**src/rtl/shift_add_multiplier.sv**
```systemverilog
// Sequential unsigned shift-add multiplier with a go/busy/done handshake.
// One add cycle plus one shift cycle per multiplier bit; the latency is fixed
// and does not depend on the operand values.
module shift_add_multiplier #(
  parameter int unsigned WIDTH = 4
) (
  input  logic               clk,
  input  logic               reset,
  input  logic               go,
  input  logic [WIDTH-1:0]   multiplicand,
  input  logic [WIDTH-1:0]   multiplier,
  output logic               busy,
  output logic               done,
  output logic [2*WIDTH-1:0] product
);

  localparam int unsigned CntW = $clog2(WIDTH + 1);

  typedef enum logic [1:0] {
    StIdle,
    StAdd,
    StShift,
    StDone
  } state_e;

  state_e             state_q, state_d;
  logic [WIDTH:0]     a_q, a_d;        // accumulator including carry
  logic [WIDTH-1:0]   q_q, q_d;        // multiplier, consumed LSB-first
  logic [WIDTH-1:0]   m_q, m_d;        // latched multiplicand
  logic [CntW-1:0]    count_q, count_d;
  logic [2*WIDTH-1:0] product_q, product_d;

  // State and datapath registers; reset aborts any operation in flight.
  always_ff @(posedge clk) begin
    if (reset) begin
      state_q   <= StIdle;
      a_q       <= '0;
      q_q       <= '0;
      m_q       <= '0;
      count_q   <= '0;
      product_q <= '0;
    end else begin
      state_q   <= state_d;
      a_q       <= a_d;
      q_q       <= q_d;
      m_q       <= m_d;
      count_q   <= count_d;
      product_q <= product_d;
    end
  end

  // Controller and datapath next-state logic.
  always_comb begin
    state_d   = state_q;
    a_d       = a_q;
    q_d       = q_q;
    m_d       = m_q;
    count_d   = count_q;
    product_d = product_q;
    unique case (state_q)
      StIdle: begin
        if (go) begin
          a_d     = '0;
          q_d     = multiplier;
          m_d     = multiplicand;
          count_d = CntW'(WIDTH);
          state_d = StAdd;
        end
      end
      StAdd: begin
        // WIDTH+1-bit sum: the carry lands in a_q[WIDTH], never overflows.
        if (q_q[0]) begin
          a_d = a_q + {1'b0, m_q};
        end
        state_d = StShift;
      end
      StShift: begin
        // {A,Q} shifted right by one; A[0] drops into the top of Q.
        a_d     = {1'b0, a_q[WIDTH:1]};
        q_d     = {a_q[0], q_q[WIDTH-1:1]};
        count_d = count_q - CntW'(1);
        if (count_q == CntW'(1)) begin
          // Post-shift {A[WIDTH-1:0],Q} expressed on the pre-shift registers.
          product_d = {a_q, q_q[WIDTH-1:1]};
          state_d   = StDone;
        end else begin
          state_d = StAdd;
        end
      end
      StDone: begin
        state_d = StIdle;
      end
      default: begin
        state_d = StIdle;
      end
    endcase
  end

  // Handshake outputs decoded straight from the state register.
  always_comb begin
    busy    = (state_q != StIdle);
    done    = (state_q == StDone);
    product = product_q;
  end

endmodule

```
**config.mk**
```make
export PLATFORM = sky130hd
export DESIGN_NAME = shift_add_multiplier
export DESIGN_NICKNAME = d
export VERILOG_FILES = /design/src/rtl/shift_add_multiplier.sv
export SDC_FILE = /design/constraint.sdc
export NUM_CORES = 1
export LEC_CHECK = 0
export ABC_AREA = 1
export CAP_MARGIN = 40
export CORE_MARGIN = 10
export CORE_UTILIZATION = 27
export CTS_CLUSTER_SIZE = 12
export DETAILED_ROUTE_END_ITERATION = 16
export SLEW_MARGIN = 25
export SYNTH_ARGS = -nofsm -noshare
export SYNTH_HDL_FRONTEND = slang
export SYNTH_SLANG_ARGS = --single-unit
```
**constraint.sdc**
```tcl
create_clock -name clk -period 1.7 [get_ports clk]
set_clock_uncertainty 0.2 [all_clocks]
set_input_delay 0.51 -clock clk [delete_from_list [all_inputs] [get_ports clk]]
set_output_delay 0.51 -clock clk [all_outputs]
set_load 0.02 [all_outputs]
```
==> run_results.csv <==
group,metric,value,unit
critical_path,critical_path.max_fanout,4,
synth,ys_ff_latch,26,
critical_path,cp.required,0.99,ns
synth,post_synth_num_cell_types,25,
timing,finalSetupViolations,5,
clock_network,number_of_buffers_inserted_during_clock_tree_synthesis,3,
timing,setup_tns,-0.0509,ns
timing,transition_time_at_the_pin_with_the_least_slew_margin,0.222,ns
critical_path,cp-start-kind,"flop",
die,floorplan.die.height,89.3,um
synth,synthDominantCellAreaShare,0.401,
power_and_ir_drop,cellLeakagePower,0.000932,uW
clock_network,clock-sinks,26,
critical_path,critical_path.reg2reg.startpoint,"m_q[0]",
layout,area_growth_syn_to_layout,54.0,%
layout,diodes,0,
drt,drt_pre_antenna_iters,4,
drt,avgRoutedWirePerCell,12.4,um
drt,initial_drt_markers,83,
min_path,timing.hold.worst.class,"reg2reg",
timing,timing.slew.headroom,0.852,
global_route,grt_pass1_wl,5820,um
layout,final_core_utilization,0.426,
clock_network,cts_htree_levels,1,
job,max_cap_viol_count,0,
layout,regArea,526,um^2
die,core-area,4690,um^2
synth,netlist_area,1300,um^2
critical_path,criticalPathCategory,"reg2out",
global_route,grt_antenna_before_repair,0,
drt,detail-route-antenna-nets,0,
clock_network,clock_tree.root_cell,"clkbuf_8",
layout,finalInstanceArea,2000,um^2
power_and_ir_drop,total_power_consumption,1930,uW
timing,final.period_utilization,1.01,
synth,synth.net_count,192,
synth,syn_avg_cell_area,7.68,um^2
clock_network,clock_path_buffers,2,
timing,timing.final.max_slew_violations,0,
synth,post_synthesis_cell_count,169,
synth,yosysWarningCount,0,
timing,finalCriticalPeriod,1.72,ns
placement,placement.io_buffers,20,
clock_network,cts_tree,"yes",
placement,gp_congestion,0.786,
die,placement_rows,25,
critical_path,crit_start,"state_q[1]",
power_and_ir_drop,pwr_density_cell,966,nW/um^2
die,area_of_the_die,7980,um^2
die,floorplan.die.width,89.3,um
global_route,grt_pass1_vias,1321,
layout,final_cell_mix,"nand2_1 (25), nor2_1 (25), buf_4 (24)",
placement,post_detailed_placement_cell_area,1750,um^2
layout,post_route_cells_drive_above_1_share,0.305,
power_and_ir_drop,vdd.ir_drop.worst,0.557,mV
run_status,outcome,"complete, but fails checks",
global_route,grt_remaining_overflow,0,
drt,vias_per_cell,4.68,
min_path,hold_path.startpoint,"q_q[1]",
drt,routed_wirelength,3410,um
synth,seq_area_frac_synth,0.401,
placement,place_worst_setup_slack,-0.262,ns
run_status,violations,"negative setup slack",
timing,finalWorstSetupSlack,-0.0209,ns
critical_path,timing.critical_path.to_type,"primary output",
global_route,grt_start_max_net_pins,19,
critical_path,critical_path_arrival,1.01,ns
timing,final-hold-violation-count,0,
layout,nFillCells,482,
layout,num-nets-final,245,
layout,multi_input_area,805,um^2
synth,netlist.top_cell.by_area,"dfxtp_1",
die,start_util,0.277,
synth,post_synth_main_area_contributors,"dfxtp_1 (40%), ha_1 (11%), nand2_1 (8.1%)",
clock_network,clk_latency,0.27,ns
die,boundaryPins,21,
drt,route.vias.total,1283,
timing,max_freq,581,MHz
global_route,track_usage,0.0911,
placement,hpwlAfterDp,2530,um
timing,grt_setup_unrepaired,"true",
clock_network,clock_pin_slew_reported_for_the_worst_setup_and_hold_paths_after_clock_tree_synthesis,0.09,ns
drt,detail_route.drc_violations,0,
[synthesized netlist by cell type]
cell type  number
fa_1            1
nand2_1        28
a21o_1          1
inv_1          15
o21a_1          1
a21oi_1         9
nor3_4          1
a211oi_1        2
nand3_1         6
ha_1           11
a22o_1          1
o21ai_1         1
inv_2           3
buf_4           1
nor3_1          2
a31oi_1         4
nand2_2         1
a311oi_1        1
o21ai_0        20
buf_2           3
nor2_4          1
nor2_2          2
dfxtp_1        26
xor2_1          2
nor2_1         26
[logic make-up after synthesis]
logic type,share of synthesized area
AND/OR/NAND/NOR,0.223
AO/OA/AOI/OAI,0.172
flip-flops,0.401
buffers and inverters,0.0694
adder cells (fa/ha/maj),0.122
XOR/XNOR,0.0135
[worst paths after layout]
check	to	slack, ns	depth (start not counted)
min	q_q[0]	0.29	2
min reg2reg	q_q[0]	0.29	2
max	done	-0.02	3
max reg2reg	a_q[2]	-0.01	8
[worst max-delay path, cell delays in order (launching register included)]
cell and delay, ns:
dfxtp_2 0.34, buf_6 0.13, ha_4 0.15, buf_6 0.12
[flip-flops by register name, summed over array words and instances, names as in the netlist]
signal	count
m_q	4
count_q	3
state_q	2
a_q	5
q_q	4
product	8
[repair_timing]
item                       in CTS  in global routing
hold buffers                    0                  0
setup endpoints to repair      23                 23
pin swaps                       1                 10
buffers inserted                0                  6
resized for setup              32                 32
[power by group]
| part | switching, uW | internal (uW) |
|---|---|---|
| Sequential | 57.3 | 683 |
| Combinational | 416 | 427 |
| Clock | 190 | 159 |
[routing by layer]
| layer | track usage | vias to the layer above | share of wire |
|---|---|---|---|
| met3 | 0.0246 | 4 | 0.048 |
| li1 | - | 660 | - |
| met1 | 0.112 | 593 | 0.46 |
| met4 | 0.0347 | 0 | 0.014 |
| met2 | 0.148 | 26 | 0.48 |
| met5 | 0 | - | 0 |
[stage by stage]
stage	instances	hold slack (ns)
global placement	265	0.273
global route	274	0.323
floorplan	169	0.259
CTS	268	0.287
detailed placement	265	0.272
finish	274	0.287
[area by class of cell]
| type | instances | area share |
|---|---|---|
| Multi-Input combinational cell | 121 | 0.403 |
| Sequential cell | 26 | 0.263 |
| Timing Repair Buffer | 52 | 0.241 |
| Inverter | 18 | 0.0388 |
| Tap cell | 54 | 0.0338 |
| Clock buffer | 3 | 0.0207 |
No activity file was read; power rests on OpenSTA's default activity.
